$ cat config.mk
export PLATFORM = sky130hd
export DESIGN_NAME = pc_sequencer
export DESIGN_NICKNAME = d
export VERILOG_FILES = /design/src/rtl/pc_seq_pkg.sv /design/src/rtl/pc_sequencer_call_stack.sv /design/src/rtl/pc_sequencer.sv
export SDC_FILE = /design/constraint.sdc
export NUM_CORES = 1
export LEC_CHECK = 0
export CAP_MARGIN = 40
export CORE_UTILIZATION = 55
export CTS_CLUSTER_SIZE = 10
export DETAILED_ROUTE_END_ITERATION = 10
export PLACE_DENSITY = 0.73
export SLEW_MARGIN = 20
export SYNTH_ARGS = -nofsm -noshare
export SYNTH_HDL_FRONTEND = slang
export SYNTH_SLANG_ARGS = --single-unit
$ cat constraint.sdc
create_clock -name clk -period 7.6 [get_ports clk]
set_input_delay 1.52 -clock clk [delete_from_list [all_inputs] [get_ports clk]]
set_output_delay 1.52 -clock clk [all_outputs]
set_load 0.02 [all_outputs]
$ cat src/rtl/pc_seq_pkg.sv
// Shared encodings for the program-counter sequencer: flow ops and FSM states.
package pc_seq_pkg;
  localparam logic [2:0] OP_NEXT = 3'd0;
  localparam logic [2:0] OP_JMP  = 3'd1;
  localparam logic [2:0] OP_JZ   = 3'd2;
  localparam logic [2:0] OP_JNZ  = 3'd3;
  localparam logic [2:0] OP_CALL = 3'd4;
  localparam logic [2:0] OP_RET  = 3'd5;
  localparam logic [2:0] OP_HALT = 3'd6;
  localparam logic [2:0] OP_RETI = 3'd7;

  localparam logic [1:0] ST_RUN    = 2'd0;
  localparam logic [1:0] ST_HALTED = 2'd1;
  localparam logic [1:0] ST_FAULT  = 2'd2;
endpackage

$ cat src/rtl/pc_sequencer_call_stack.sv
// Return-address stack: DEPTH entries, guarded push/pop, combinational top-of-stack read.
module call_stack #(
  parameter int PC_W  = 10,
  parameter int DEPTH = 8
) (
  input  logic            clk,
  input  logic            reset,
  input  logic            push,
  input  logic            pop,
  input  logic [PC_W-1:0] din,
  output logic [PC_W-1:0] dout,
  output logic            full,
  output logic            empty
);
  localparam int AW = $clog2(DEPTH);
  localparam logic [AW:0] FULL_SP = (AW+1)'(DEPTH);

  logic [AW:0]     sp;
  logic [PC_W-1:0] mem [DEPTH];
  logic [AW-1:0]   rd_idx;

  assign full   = (sp == FULL_SP);
  assign empty  = (sp == '0);
  // sp==DEPTH wraps the low bits to 0, so sp-1 on the low bits still hits the top entry
  assign rd_idx = sp[AW-1:0] - AW'(1);
  assign dout   = mem[rd_idx];

  always_ff @(posedge clk)
    if (push && !full) mem[sp[AW-1:0]] <= din;

  always_ff @(posedge clk or posedge reset) begin
    if (reset)               sp <= '0;
    else if (push && !full)  sp <= sp + (AW+1)'(1);
    else if (pop && !empty)  sp <= sp - (AW+1)'(1);
  end
endmodule

$ cat src/rtl/pc_sequencer.sv
// Program-counter sequencer: next-PC mux, call stack, RUN/HALTED/FAULT FSM.
// Optional vectored interrupt enabled by defining PC_SEQ_IRQ_EN.
module pc_sequencer
  import pc_seq_pkg::*;
#(
  parameter int              PC_W       = 10,
  parameter int              DEPTH      = 8,
  parameter logic [PC_W-1:0] IRQ_VECTOR = 10'h3F0
) (
  input  logic            clk,
  input  logic            reset,
  input  logic            en,
  input  logic [2:0]      op,
  input  logic [PC_W-1:0] target,
  input  logic            zero,
  output logic [PC_W-1:0] pc,
  output logic            stack_empty,
  output logic            stack_full,
  output logic            halted,
  output logic            fault
`ifdef PC_SEQ_IRQ_EN
  ,
  input  logic            irq,
  output logic            irq_ack
`endif
);
  logic [1:0]      state, state_n;
  logic [PC_W-1:0] pc_n, pc_inc, s_din, s_dout;
  logic            push, pop, run;

  call_stack #(.PC_W(PC_W), .DEPTH(DEPTH)) u_stack (
    .clk(clk), .reset(reset), .push(push), .pop(pop),
    .din(s_din), .dout(s_dout), .full(stack_full), .empty(stack_empty)
  );

  assign pc_inc = pc + PC_W'(1);
  assign run    = en && (state == ST_RUN);
  assign halted = (state == ST_HALTED);
  assign fault  = (state == ST_FAULT);

`ifdef PC_SEQ_IRQ_EN
  logic mask, mask_n, take;
`else
  logic unused_irq_vector;
  assign unused_irq_vector = ^IRQ_VECTOR;
`endif

  always_comb begin
    pc_n    = pc;
    state_n = state;
    push    = 1'b0;
    pop     = 1'b0;
    s_din   = pc_inc;
`ifdef PC_SEQ_IRQ_EN
    mask_n  = mask;
    take    = 1'b0;
`endif
    if (run) begin
`ifdef PC_SEQ_IRQ_EN
      // interrupt entry discards op; saved pc re-executes on return
      if (irq && !mask) begin
        if (stack_full) state_n = ST_FAULT;
        else begin
          push   = 1'b1;
          s_din  = pc;
          pc_n   = IRQ_VECTOR;
          mask_n = 1'b1;
          take   = 1'b1;
        end
      end else
`endif
      begin
        case (op)
          OP_JMP:  pc_n = target;
          OP_JZ:   pc_n = zero ? target : pc_inc;
          OP_JNZ:  pc_n = zero ? pc_inc : target;
          OP_CALL:
            if (stack_full) state_n = ST_FAULT;
            else begin push = 1'b1; pc_n = target; end
          OP_RET:
            if (stack_empty) state_n = ST_FAULT;
            else begin pop = 1'b1; pc_n = s_dout; end
          OP_HALT: state_n = ST_HALTED;
`ifdef PC_SEQ_IRQ_EN
          OP_RETI:
            if (stack_empty) state_n = ST_FAULT;
            else begin pop = 1'b1; pc_n = s_dout; mask_n = 1'b0; end
`endif
          default: pc_n = pc_inc;
        endcase
      end
    end
  end

  always_ff @(posedge clk or posedge reset) begin
    if (reset) begin
      state <= ST_RUN;
      pc    <= '0;
    end else begin
      state <= state_n;
      pc    <= pc_n;
    end
  end

`ifdef PC_SEQ_IRQ_EN
  always_ff @(posedge clk or posedge reset) begin
    if (reset) begin
      mask    <= 1'b0;
      irq_ack <= 1'b0;
    end else begin
      mask    <= mask_n;
      irq_ack <= take;
    end
  end
`endif
endmodule

==> results of run 1 <==
[worst max-delay path, cell delays in order]
cell                              delay (ns)
sky130_fd_sc_hd__clkdlybuf4s50_1        0.76
sky130_fd_sc_hd__nor2b_1                0.39
sky130_fd_sc_hd__and3_1                 0.32
sky130_fd_sc_hd__nand2_1                0.15
sky130_fd_sc_hd__ha_1                   0.30
sky130_fd_sc_hd__a21o_1                 0.18
sky130_fd_sc_hd__a21oi_1                0.27
sky130_fd_sc_hd__or2_1                  0.14
sky130_fd_sc_hd__a31oi_1                0.08
sky130_fd_sc_hd__o21bai_1               0.18
[layout make-up]
class	instances	area, µm²
Tap cell	102	128
Multi-Input combinational cell	187	1530
Timing Repair Buffer	43	405
Inverter	9	33.8
Sequential cell	96	2800
Fill cell	585	2720
Clock buffer	11	131
Clock inverter	4	55.1
[power groups by stage]
stage,combinational [mW],clock (mW),sequential [mW]
floorplan,0.567,0,0.801
global placement,0.803,0,0.793
detailed placement,0.815,0,0.794
CTS,0.821,0.325,0.782
global route,0.903,0.348,0.791
finish,0.830,0.317,0.782
[metal layers]
layer,track usage (%),up-vias,routed length [µm]
met4,5.60,0,48
met1,33.0,1341,4210
met3,4.31,4,364
li1,-,1262,-
met5,0,-,0
met2,37.1,76,4310
[cell usage after synthesis, types with 3 or more instances]
cell                       instances  share of area [%]
sky130_fd_sc_hd__o21ai_0           6               0.67
sky130_fd_sc_hd__nand2b_1          4               0.56
sky130_fd_sc_hd__ha_1              4                1.1
sky130_fd_sc_hd__a21oi_1          29                3.2
sky130_fd_sc_hd__dfrtp_1          16                9.0
sky130_fd_sc_hd__or2_1             3               0.42
sky130_fd_sc_hd__o21bai_1          3               0.50
sky130_fd_sc_hd__nand3_1           8               0.90
sky130_fd_sc_hd__inv_1             9               0.76
sky130_fd_sc_hd__nand2_1          33                2.8
sky130_fd_sc_hd__xor2_1            4               0.78
sky130_fd_sc_hd__nor3_1            4               0.45
sky130_fd_sc_hd__xnor2_1           8                1.6
sky130_fd_sc_hd__a221oi_1          4               0.78
sky130_fd_sc_hd__mux4_2           19                9.6
sky130_fd_sc_hd__nor2_1           12                1.0
sky130_fd_sc_hd__a221oi_2          3                1.0
sky130_fd_sc_hd__nor2b_1           4               0.56
sky130_fd_sc_hd__clkbuf_1          3               0.25
sky130_fd_sc_hd__edfxtp_1         80                 54
[metrics by stage]
stage / instance area (µm²) / hold slack (ns) / util [%]
after floorplan: 4470 / 0.493 / -
after global placement: 4830 / 0.530 / 61.9
after detailed placement: 4850 / 0.531 / 62.2
after CTS: 5040 / 0.554 / 64.6
after global routing: 5090 / 0.601 / 65.1
final: 5090 / 0.549 / 65.1
[cells in the final DEF, fill, tap and decap left out, drive strengths merged, types with 8 or more instances in the layout]
cell type,instances
edfxtp,80
nand2,33
clkdlybuf4s50,30
a21oi,29
mux4,20
dfrtp,16
nor2,12
buf,12
clkbuf,12
inv,10
nand3,8
xnor2,8
[worst min path at each step]
stage	slack, ns	to	from
floorplan	0.49	state[0]	state[0]
global placement	0.53	pc[9]	pc[9]
detailed placement	0.53	state[1]	state[1]
CTS	0.55	state[1]	state[1]
global route	0.60	state[1]	state[1]
finish	0.55	state[1]	state[1]
[state kept, by name (all words and copies together), names as in the netlist]
name	cells
u_stack.sp	4
pc	10
u_stack.mem	80
state	2
[logic make-up (layout without fill, tap and decap cells)]
family	Yosys count	count (layout)	share of synthesized area [%]
mux	24	24	11.2
buf+inv	22	67	3.11
xor+xnor	13	13	2.97
fa+ha+maj	5	5	1.57
simple gates	82	82	9.01
compound gates	63	63	9.49
flops	96	96	62.7
==> run_summary.xml, run 1 <==
<?xml version="1.0" encoding="UTF-8"?>
<metrics>
  <group name="clock_network">
    <metric name="ctsHtreeMaxLevel" unit="">3</metric>
    <metric name="clock_insertion_delay_worst_skew" unit="ns">0.35</metric>
    <metric name="cts_resized" unit="">0</metric>
    <metric name="max-clock-path-buffers" unit="">2</metric>
    <metric name="post-cts-setup-buffers" unit="">0</metric>
    <metric name="cts.sinks" unit="">96</metric>
    <metric name="cts_hold_buffers" unit="">0</metric>
    <metric name="cts_root_buffer" unit="">sky130_fd_sc_hd__clkbuf_8</metric>
    <metric name="cts-buffers-inserted" unit="">9</metric>
    <metric name="clkSlewWorstSetupHoldPaths" unit="ns">0.09</metric>
    <metric name="cts_tree" unit="">done</metric>
  </group>
  <group name="timing">
    <metric name="final_min_period_over_clock_period" unit="%">53.7</metric>
    <metric name="clock-skew-final" unit="ns">0.0174</metric>
    <metric name="timing.max_slew.rel_slack" unit="%">41.9</metric>
    <metric name="grt_setup_unrepaired" unit="">no</metric>
    <metric name="finalHoldViolCount" unit="">0</metric>
    <metric name="setup_slack_after_layout" unit="ns">3.52</metric>
    <metric name="tightestPinTransition" unit="ns">0.865</metric>
    <metric name="slew_viol_final" unit="">0</metric>
    <metric name="finalSetupTns" unit="ns">0</metric>
    <metric name="setup-violations-final" unit="">0</metric>
    <metric name="final_period_minus_worst_setup_slack" unit="ns">4.08</metric>
    <metric name="max_freq" unit="GHz">0.245</metric>
  </group>
  <group name="worst_setup_path">
    <metric name="capturing_element_of_the_worst_setup_path" unit="">u_stack.sp[3]</metric>
    <metric name="reg2regPathDepth" unit="">12</metric>
    <metric name="start_kind" unit="">input port</metric>
    <metric name="crit_start" unit="">op[2]</metric>
    <metric name="rr_startpoint" unit="">u_stack.sp[0]</metric>
    <metric name="worstSetupPathType" unit="">input port to flop</metric>
    <metric name="worst_ep_required_time" unit="ns">7.83</metric>
    <metric name="cp_data_arrival_time" unit="ns">4.31</metric>
    <metric name="reg2reg_slack" unit="ns">4.53</metric>
    <metric name="critical_path.endpoint_type" unit="">flop</metric>
    <metric name="crit_path_max_fanout" unit="">14</metric>
    <metric name="r2r-end" unit="">u_stack.sp[3]</metric>
  </group>
  <group name="logic_synthesis">
    <metric name="synth-warning-count" unit="">0</metric>
    <metric name="synth_sequential_area_ratio" unit="%">62.7</metric>
    <metric name="netlist_area" unit="µm²">4470</metric>
    <metric name="ys_async_sr_fraction" unit="%">16.7</metric>
    <metric name="synth-edff-count" unit="">80</metric>
    <metric name="postSynthAreaPerCell" unit="µm²">14.7</metric>
    <metric name="yosys_most_used_dff" unit="">sky130_fd_sc_hd__edfxtp_1</metric>
    <metric name="synth.net_count" unit="">327</metric>
    <metric name="post_synth_inst_count" unit="">305</metric>
    <metric name="postSynthRegisterBits" unit="">96</metric>
    <metric name="ys_types" unit="">57</metric>
  </group>
  <group name="die">
    <metric name="start_util" unit="%">57.3</metric>
    <metric name="die_area" unit="µm²">8500</metric>
    <metric name="horizontal_die_dimension" unit="µm">92.2</metric>
    <metric name="core.rowCount" unit="">32</metric>
    <metric name="num_io_pins" unit="">31</metric>
    <metric name="fp.coreArea" unit="µm²">7810</metric>
    <metric name="die_h" unit="µm">92.2</metric>
  </group>
  <group name="drt">
    <metric name="detail_route.drc_violations" unit="">0</metric>
    <metric name="routed_wirelength" unit="mm">8.93</metric>
    <metric name="via_per_inst" unit="">5.94</metric>
    <metric name="antenna_left" unit="">0</metric>
    <metric name="vias" unit="">2683</metric>
    <metric name="drt_first_pass_iters" unit="">5</metric>
    <metric name="drtIter0Drc" unit="">156</metric>
    <metric name="post_drt_wl_per_cell" unit="µm">19.8</metric>
  </group>
  <group name="finish">
    <metric name="layout.nets" unit="">368</metric>
    <metric name="insertedDiodeCount" unit="">0</metric>
    <metric name="post_layout_nonfiller_instances" unit="">452</metric>
    <metric name="syn_to_final_growth" unit="%">13.7</metric>
    <metric name="layout-drive-gt1-share" unit="%">15.1</metric>
  </group>
  <group name="run">
    <metric name="drv_cap" unit="">0</metric>
  </group>
  <group name="power">
    <metric name="p_comb_share" unit="%">43.0</metric>
    <metric name="peakVddDrop" unit="V">0.000230</metric>
    <metric name="p_total" unit="mW">1.93</metric>
    <metric name="p_per_area" unit="nW/µm²">379</metric>
    <metric name="power.share.sequential" unit="%">40.5</metric>
    <metric name="clockPowerShare" unit="%">16.4</metric>
    <metric name="swShare" unit="%">36.7</metric>
    <metric name="internal-power" unit="mW">1.22</metric>
    <metric name="p_switching" unit="mW">0.709</metric>
    <metric name="static-leakage-power" unit="nW">1.75</metric>
  </group>
  <group name="placement">
    <metric name="numPortBuffers" unit="">30</metric>
    <metric name="dp_hpwl" unit="mm">6.32</metric>
    <metric name="placedCellCount" unit="">432</metric>
    <metric name="placement.setup.worst_slack" unit="ns">3.23</metric>
    <metric name="finalWeightedCongestion" unit="">0.866</metric>
  </group>
  <group name="worst_hold_path">
    <metric name="worst_hold_path.num_cells" unit="">1</metric>
    <metric name="min_path_type" unit="">flop to flop</metric>
  </group>
  <group name="status">
    <metric name="outcome" unit="">completed</metric>
  </group>
  <group name="grt">
    <metric name="vias_in_the_first_global_route" unit="">2697</metric>
    <metric name="global_route_usage_sum" unit="%">23.1</metric>
    <metric name="wire_length_of_the_first_global_routing_pass" unit="mm">14.5</metric>
    <metric name="pin_count_of_the_biggest_net_entering_global_routing" unit="">26</metric>
    <metric name="initial_antenna_violation_count" unit="">0</metric>
    <metric name="grt-ovfl-total" unit="">0</metric>
  </group>
</metrics>
Power figures use the tool's default switching activity.
==> run 2: changes to the inputs <==
--- a/config.mk
+++ b/config.mk
@@ -6,10 +6,10 @@
 export NUM_CORES = 1
 export LEC_CHECK = 0
 export CAP_MARGIN = 40
-export CORE_UTILIZATION = 55
+export CORE_UTILIZATION = 53
 export CTS_CLUSTER_SIZE = 10
 export DETAILED_ROUTE_END_ITERATION = 10
-export PLACE_DENSITY = 0.73
+export PLACE_DENSITY = 0.74
 export SLEW_MARGIN = 20
 export SYNTH_ARGS = -nofsm -noshare
 export SYNTH_HDL_FRONTEND = slang
==> constraint.sdc (replaced) <==
create_clock -name clk -period 3.5 [get_ports clk]
set_input_delay 0.7 -clock clk [delete_from_list [all_inputs] [get_ports clk]]
set_output_delay 0.7 -clock clk [all_outputs]
set_load 0.02 [all_outputs]
==> run 2 against run 1 <==
- total power increased by 110%
- sequential share of layout area shrank 0.27 points
- clock power up 100%
- via count is 4.0% higher
- sequential cell count is the same
- global-route usage up 0.11 points
==> run_summary.xml, run 2 (same netlist as run 1, synthesis figures left out) <==
<?xml version="1.0" encoding="UTF-8"?>
<metrics>
  <group name="worst_setup_path">
    <metric name="r2r-end" unit="">u_stack.sp[3]</metric>
    <metric name="cp_data_arrival_time" unit="ns">2.17</metric>
    <metric name="reg2regPathDepth" unit="">11</metric>
    <metric name="start_kind" unit="">flop</metric>
    <metric name="rr_startpoint" unit="">u_stack.sp[1]</metric>
    <metric name="crit_path_max_fanout" unit="">8</metric>
    <metric name="reg2reg_slack" unit="ns">0.77</metric>
    <metric name="critical_path.endpoint_type" unit="">output pin</metric>
    <metric name="cp_slowest_stage_delay" unit="ns">0.61</metric>
    <metric name="crit_path_top_delay_cell" unit="">sky130_fd_sc_hd__clkdlybuf4s50_1</metric>
    <metric name="cp_cell_sequence" unit="">inv_1 -&gt; ha_1 -&gt; nand2b_1 -&gt; nor2_1 -&gt; clkdlybuf4s50_1</metric>
    <metric name="worst_ep_required_time" unit="ns">2.80</metric>
    <metric name="worstSetupPathType" unit="">flop to output pin</metric>
  </group>
  <group name="finish">
    <metric name="most-common-layout-cells" unit="">sky130_fd_sc_hd__edfxtp_1, sky130_fd_sc_hd__nand2_1, sky130_fd_sc_hd__clkdlybuf4s50_1</metric>
    <metric name="post_layout_nonfiller_instances" unit="">462</metric>
    <metric name="layout-drive-gt1-share" unit="%">16.8</metric>
    <metric name="syn_to_final_growth" unit="%">14.3</metric>
    <metric name="mostFrequentLayoutCell" unit="">sky130_fd_sc_hd__edfxtp_1</metric>
    <metric name="largest_register_ffs" unit="">80</metric>
    <metric name="insertedDiodeCount" unit="">0</metric>
    <metric name="layout.nets" unit="">374</metric>
  </group>
  <group name="clock_network">
    <metric name="cts_hold_buffers" unit="">0</metric>
    <metric name="post-cts-setup-buffers" unit="">0</metric>
    <metric name="ctsHtreeMaxLevel" unit="">3</metric>
    <metric name="cts.sinks" unit="">96</metric>
    <metric name="cts-buffers-inserted" unit="">9</metric>
    <metric name="cts_tree" unit="">done</metric>
    <metric name="cts_resized" unit="">0</metric>
    <metric name="clkSlewWorstSetupHoldPaths" unit="ns">0.09</metric>
    <metric name="cts_root_buffer" unit="">sky130_fd_sc_hd__clkbuf_8</metric>
    <metric name="clock_insertion_delay_worst_skew" unit="ns">0.36</metric>
    <metric name="max-clock-path-buffers" unit="">2</metric>
  </group>
  <group name="die">
    <metric name="fp.coreArea" unit="µm²">8180</metric>
    <metric name="die_h" unit="µm">93.9</metric>
    <metric name="horizontal_die_dimension" unit="µm">93.9</metric>
    <metric name="start_util" unit="%">54.7</metric>
    <metric name="core.rowCount" unit="">33</metric>
    <metric name="die_area" unit="µm²">8810</metric>
    <metric name="num_io_pins" unit="">31</metric>
  </group>
  <group name="timing">
    <metric name="slew_viol_final" unit="">0</metric>
    <metric name="finalHoldViolCount" unit="">0</metric>
    <metric name="timing.hold.ws" unit="ns">0.566</metric>
    <metric name="finalSetupTns" unit="ns">0</metric>
    <metric name="clock-skew-final" unit="ns">0.0117</metric>
    <metric name="tightestPinTransition" unit="ns">0.829</metric>
    <metric name="max_freq" unit="GHz">0.348</metric>
    <metric name="grt_setup_unrepaired" unit="">no</metric>
    <metric name="final_period_minus_worst_setup_slack" unit="ns">2.87</metric>
    <metric name="final_min_period_over_clock_period" unit="%">82.0</metric>
    <metric name="setup-violations-final" unit="">0</metric>
    <metric name="timing.max_slew.rel_slack" unit="%">44.3</metric>
  </group>
  <group name="placement">
    <metric name="finalWeightedCongestion" unit="">0.854</metric>
    <metric name="dp_hpwl" unit="mm">6.33</metric>
    <metric name="placedCellCount" unit="">446</metric>
    <metric name="numPortBuffers" unit="">30</metric>
  </group>
  <group name="drt">
    <metric name="uppermost_routed_layer" unit="">met4</metric>
    <metric name="wl_met3" unit="µm">599</metric>
    <metric name="vias" unit="">2791</metric>
    <metric name="detail_route.drc_violations" unit="">0</metric>
    <metric name="drtIter0Drc" unit="">180</metric>
    <metric name="via_per_inst" unit="">6.04</metric>
    <metric name="antenna_left" unit="">0</metric>
    <metric name="post_drt_wl_per_cell" unit="µm">20.4</metric>
    <metric name="detail_route.wirelength.met1" unit="mm">4.02</metric>
    <metric name="routed_wirelength" unit="mm">9.43</metric>
    <metric name="drt_first_pass_iters" unit="">5</metric>
    <metric name="met2RoutedLength" unit="mm">4.65</metric>
  </group>
  <group name="grt">
    <metric name="grt-ovfl-total" unit="">0</metric>
    <metric name="vias_in_the_first_global_route" unit="">2745</metric>
    <metric name="global_route_usage_sum" unit="%">23.2</metric>
    <metric name="wire_length_of_the_first_global_routing_pass" unit="mm">14.6</metric>
    <metric name="pin_count_of_the_biggest_net_entering_global_routing" unit="">25</metric>
    <metric name="initial_antenna_violation_count" unit="">0</metric>
  </group>
  <group name="worst_hold_path">
    <metric name="worst_hold_path.num_cells" unit="">1</metric>
    <metric name="min_path_type" unit="">flop to flop</metric>
    <metric name="worst_min_path_start" unit="">state[1]</metric>
    <metric name="hold-path-endpoint" unit="">state[1]</metric>
  </group>
  <group name="power">
    <metric name="internal-power" unit="mW">2.59</metric>
    <metric name="clockPowerShare" unit="%">15.4</metric>
    <metric name="p_per_area" unit="nW/µm²">811</metric>
    <metric name="swShare" unit="%">37.4</metric>
    <metric name="static-leakage-power" unit="nW">1.77</metric>
    <metric name="p_switching" unit="mW">1.55</metric>
    <metric name="power.share.sequential" unit="%">41.4</metric>
    <metric name="p_comb_share" unit="%">43.2</metric>
    <metric name="peakVddDrop" unit="V">0.000463</metric>
  </group>
  <group name="run">
    <metric name="drv_cap" unit="">0</metric>
  </group>
  <group name="status">
    <metric name="outcome" unit="">completed</metric>
  </group>
</metrics>
## run 2: cell types whose count changed in the layout (fill, tap and decap cells not counted), sizes merged
cell / previous run / this run
buf: 12 / 19
clkbuf: 12 / 10
clkinv: 1 / 3
bufinv: 1 / 0
inv: 10 / 11
## run 2: layout make-up
cell class / instances / area, µm²
clock buffers: 10 / 128
clock inverters: 6 / 42.5
fillers: 623 / 3060
inverters: 9 / 33.8
multi-input cells: 187 / 1530
flip-flops and latches: 96 / 2800
well taps: 105 / 131
repair buffers: 49 / 443
## run 2: power groups by stage
stage / clock network [mW] / logic [mW] / registers, mW
floorplan: 0 / 1.23 / 1.74
global placement: 0 / 1.74 / 1.74
detailed placement: 0 / 1.78 / 1.74
CTS: 0.650 / 1.79 / 1.71
global route: 0.691 / 1.92 / 1.73
finish: 0.639 / 1.79 / 1.71
## run 2: metal layers
layer	vias to the layer above	track usage (%)
met2	94	37.9
li1	1275	-
met4	0	8.33
met1	1409	31.4
met5	-	0
met3	13	4.29
## run 2: critical path: cells and delay by family (launching register included)
| family | cells | cell delay [ns] |
|---|---|---|
| buffers and inverters | 2 | 0.72 |
| flip-flops | 1 | 0.49 |
| adder cells (fa/ha/maj) | 1 | 0.34 |
| AND/OR/NAND/NOR | 2 | 0.27 |
## run 2: per-stage QoR
stage	power (mW)	worst slack (ns)	area [µm²]	util, %
after floorplan	2.97	0.830	4470	-
after detailed placement	3.52	0.431	4940	60.4
after global routing	4.34	0.511	5110	62.5
final	4.14	0.630	5110	62.5
after global placement	3.48	0.558	4940	60.4
after CTS	4.15	0.613	5110	62.5
## run 2: worst max path at each step
stage | startpoint | end | slack (ns) | depth (start not counted)
floorplan | en | u_stack.sp[3] | 0.83 | 9
global placement | op[1] | u_stack.sp[3] | 0.56 | 10
detailed placement | op[1] | u_stack.sp[3] | 0.43 | 10
CTS | u_stack.sp[1] | stack_empty | 0.61 | 5
global route | u_stack.sp[1] | stack_empty | 0.51 | 5
finish | u_stack.sp[1] | stack_empty | 0.63 | 5
==> run 3: changes to the inputs <==
--- a/config.mk
+++ b/config.mk
@@ -6,10 +6,10 @@
 export NUM_CORES = 1
 export LEC_CHECK = 0
 export CAP_MARGIN = 40
-export CORE_UTILIZATION = 53
+export CORE_UTILIZATION = 55
 export CTS_CLUSTER_SIZE = 10
 export DETAILED_ROUTE_END_ITERATION = 10
-export PLACE_DENSITY = 0.74
+export PLACE_DENSITY = 0.73
 export SLEW_MARGIN = 20
 export SYNTH_ARGS = -nofsm -noshare
 export SYNTH_HDL_FRONTEND = slang
==> constraint.sdc (replaced) <==
create_clock -name clk -period 2.9 [get_ports clk]
set_input_delay 0.58 -clock clk [delete_from_list [all_inputs] [get_ports clk]]
set_output_delay 0.58 -clock clk [all_outputs]
set_load 0.02 [all_outputs]
==> run 3 against run 2 <==
- clock power grew 64%
- global-route usage grew 1.0 points
- largest cell class unchanged
- count of clock-buffer cells in the layout shrank 1
- first-iteration DRC count grew 27%
- non-clock buffer count grew 3
- sequential power grew 19%
- register-to-register slack lost 0.29 ns
- final cell count is the same
- sequential share of layout area shrank 1.0 points
- cell area grew 1.9%
==> run_summary.xml, run 3 (same netlist as run 1, synthesis figures left out) <==
<?xml version="1.0" encoding="UTF-8"?>
<metrics>
  <group name="finish">
    <metric name="ff_latch_area" unit="µm²">2800</metric>
    <metric name="multi_input_comb_area" unit="µm²">1530</metric>
    <metric name="fillers" unit="">551</metric>
    <metric name="insertedDiodeCount" unit="">0</metric>
    <metric name="final_core_utilization" unit="%">66.7</metric>
    <metric name="layout-drive-gt1-share" unit="%">18.1</metric>
    <metric name="layout.nets" unit="">377</metric>
    <metric name="mostFrequentLayoutCell" unit="">sky130_fd_sc_hd__edfxtp_1</metric>
    <metric name="syn_to_final_growth" unit="%">16.5</metric>
    <metric name="largest_register_ffs" unit="">80</metric>
    <metric name="most-common-layout-cells" unit="">sky130_fd_sc_hd__edfxtp_1, sky130_fd_sc_hd__nand2_1, sky130_fd_sc_hd__clkdlybuf4s50_1</metric>
  </group>
  <group name="timing">
    <metric name="finalHoldViolCount" unit="">0</metric>
    <metric name="clock-skew-final" unit="ns">0.0177</metric>
    <metric name="tightestPinTransition" unit="ns">0.890</metric>
    <metric name="timing.max_slew.rel_slack" unit="%">40.3</metric>
    <metric name="finalSetupTns" unit="ns">0</metric>
    <metric name="slew_viol_final" unit="">0</metric>
    <metric name="setup-violations-final" unit="">0</metric>
    <metric name="grt_setup_unrepaired" unit="">no</metric>
    <metric name="final_period_minus_worst_setup_slack" unit="ns">2.62</metric>
    <metric name="max_freq" unit="GHz">0.382</metric>
    <metric name="final_min_period_over_clock_period" unit="%">90.3</metric>
  </group>
  <group name="grt">
    <metric name="pin_count_of_the_biggest_net_entering_global_routing" unit="">25</metric>
    <metric name="global_route_usage_sum" unit="%">24.2</metric>
    <metric name="wire_length_of_the_first_global_routing_pass" unit="mm">14.8</metric>
    <metric name="grt-ovfl-total" unit="">0</metric>
    <metric name="initial_antenna_violation_count" unit="">0</metric>
    <metric name="vias_in_the_first_global_route" unit="">2766</metric>
  </group>
  <group name="clock_network">
    <metric name="cts_root_buffer" unit="">sky130_fd_sc_hd__clkbuf_8</metric>
    <metric name="clock_insertion_delay_worst_skew" unit="ns">0.36</metric>
    <metric name="post-cts-setup-buffers" unit="">0</metric>
    <metric name="cts_resized" unit="">0</metric>
    <metric name="clkSlewWorstSetupHoldPaths" unit="ns">0.10</metric>
    <metric name="cts_tree" unit="">done</metric>
    <metric name="max-clock-path-buffers" unit="">2</metric>
    <metric name="cts.sinks" unit="">96</metric>
    <metric name="ctsHtreeMaxLevel" unit="">3</metric>
    <metric name="cts-buffers-inserted" unit="">9</metric>
    <metric name="cts_hold_buffers" unit="">0</metric>
  </group>
  <group name="worst_setup_path">
    <metric name="reg2regPathDepth" unit="">9</metric>
    <metric name="critical_path.endpoint_type" unit="">output pin</metric>
    <metric name="cp_data_arrival_time" unit="ns">2.04</metric>
    <metric name="worstSetupPathType" unit="">flop to output pin</metric>
    <metric name="reg2reg_slack" unit="ns">0.48</metric>
    <metric name="start_kind" unit="">flop</metric>
    <metric name="worst_ep_required_time" unit="ns">2.32</metric>
    <metric name="cp_num_buf_inv" unit="">3</metric>
    <metric name="crit_path_max_fanout" unit="">4</metric>
    <metric name="cp_cell_sequence" unit="">inv_1 -&gt; ha_1 -&gt; buf_4 -&gt; nand2b_1 -&gt; nor2_1 -&gt; clkdlybuf4s50_1</metric>
    <metric name="critPathTopFamily" unit="">buffers and inverters</metric>
    <metric name="cp_slowest_stage_delay" unit="ns">0.61</metric>
    <metric name="rr_startpoint" unit="">u_stack.sp[2]</metric>
    <metric name="r2r-end" unit="">u_stack.sp[3]</metric>
    <metric name="crit_path_top_delay_cell" unit="">sky130_fd_sc_hd__clkdlybuf4s50_1</metric>
  </group>
  <group name="die">
    <metric name="die_area" unit="µm²">8500</metric>
    <metric name="die_h" unit="µm">92.2</metric>
    <metric name="core.rowCount" unit="">32</metric>
    <metric name="horizontal_die_dimension" unit="µm">92.2</metric>
    <metric name="fp.coreArea" unit="µm²">7810</metric>
    <metric name="start_util" unit="%">57.3</metric>
    <metric name="num_io_pins" unit="">31</metric>
  </group>
  <group name="drt">
    <metric name="post_drt_wl_per_cell" unit="µm">20.5</metric>
    <metric name="via_per_inst" unit="">6.13</metric>
    <metric name="vias" unit="">2831</metric>
    <metric name="drtIter0Drc" unit="">228</metric>
    <metric name="drt_first_pass_iters" unit="">4</metric>
    <metric name="detail_route.drc_violations" unit="">0</metric>
    <metric name="routed_wirelength" unit="mm">9.46</metric>
    <metric name="antenna_left" unit="">0</metric>
  </group>
  <group name="worst_hold_path">
    <metric name="hold-path-endpoint" unit="">state[0]</metric>
    <metric name="min_path_type" unit="">flop to flop</metric>
    <metric name="worst_hold_path.num_cells" unit="">1</metric>
    <metric name="worst_min_path_start" unit="">state[0]</metric>
  </group>
  <group name="power">
    <metric name="static-leakage-power" unit="nW">1.83</metric>
    <metric name="peakVddDrop" unit="V">0.000503</metric>
    <metric name="p_per_area" unit="nW/µm²">1010</metric>
  </group>
  <group name="placement">
    <metric name="numPortBuffers" unit="">30</metric>
    <metric name="dp_hpwl" unit="mm">6.41</metric>
    <metric name="finalWeightedCongestion" unit="">0.774</metric>
  </group>
  <group name="run">
    <metric name="drv_cap" unit="">0</metric>
  </group>
  <group name="status">
    <metric name="outcome" unit="">completed</metric>
  </group>
</metrics>
## run 3: cell count changes in the layout (fill, tap and decap cells not counted), sizes merged
cell,previous run,this run
buf,19,22
bufinv,0,3
clkinvlp,1,0
clkinv,3,1
inv,11,12
clkbuf,10,9
## run 3: power by group
| group | switching (mW) | total (mW) | internal (mW) |
|---|---|---|---|
| Combinational | 1.24 | 2.18 | 0.938 |
| Sequential | 0.178 | 2.04 | 1.86 |
| Clock | 0.468 | 1.05 | 0.583 |
## run 3: worst register-to-register path: stages (launching register included)
cell,delay (ns)
sky130_fd_sc_hd__dfrtp_1,0.64
sky130_fd_sc_hd__nand3b_1,0.23
sky130_fd_sc_hd__and3_1,0.20
sky130_fd_sc_hd__nand2_1,0.12
sky130_fd_sc_hd__ha_1,0.30
sky130_fd_sc_hd__a21o_1,0.17
sky130_fd_sc_hd__a21oi_1,0.28
sky130_fd_sc_hd__or2_1,0.15
sky130_fd_sc_hd__a31oi_1,0.07
sky130_fd_sc_hd__o21bai_1,0.16
## run 3: cell type report
| cell class | instances | area share (%) |
|---|---|---|
| Sequential cell | 96 | 53.8 |
| Timing Repair Buffer | 52 | 8.94 |
| Clock buffer | 9 | 2.38 |
| Tap cell | 102 | 2.45 |
| Clock inverter | 7 | 2.38 |
| Inverter | 9 | 0.649 |
| Multi-Input combinational cell | 187 | 29.4 |
## run 3: worst max-delay path by stage
stage                   from                 to  slack, ns  cells after the start
6_report       u_stack.sp[1]        stack_empty       0.28                      6
5_1_grt        u_stack.sp[1]        stack_empty       0.20                      6
4_1_cts        u_stack.sp[1]        stack_empty       0.27                      6
3_5_place_dp           op[2]      u_stack.sp[3]       0.12                     10
3_3_place_gp           op[2]      u_stack.sp[3]       0.18                     10
2_1_floorplan  u_stack.sp[0]  u_stack.mem[1][0]       0.25                      8
## run 3: routing by layer
metal  part of all wire, %  global-route usage, %
met1                    43                   32.9
met2                    49                   38.9
met3                   6.1                   3.57
met4                   2.0                   11.3
met5                     0                      0
## run 3: per-stage QoR
step / hold slack, ns / instances / total power, mW / setup slack [ns] / area [µm²]
2_1_floorplan: 0.493 / 305 / 3.59 / 0.248 / 4470
3_3_place_gp: 0.520 / 446 / 4.18 / 0.175 / 4960
3_5_place_dp: 0.530 / 446 / 4.23 / 0.119 / 4960
4_1_cts: 0.554 / 462 / 5.29 / 0.267 / 5210
5_1_grt: 0.586 / 462 / 5.56 / 0.201 / 5210
6_report: 0.548 / 462 / 5.27 / 0.282 / 5210
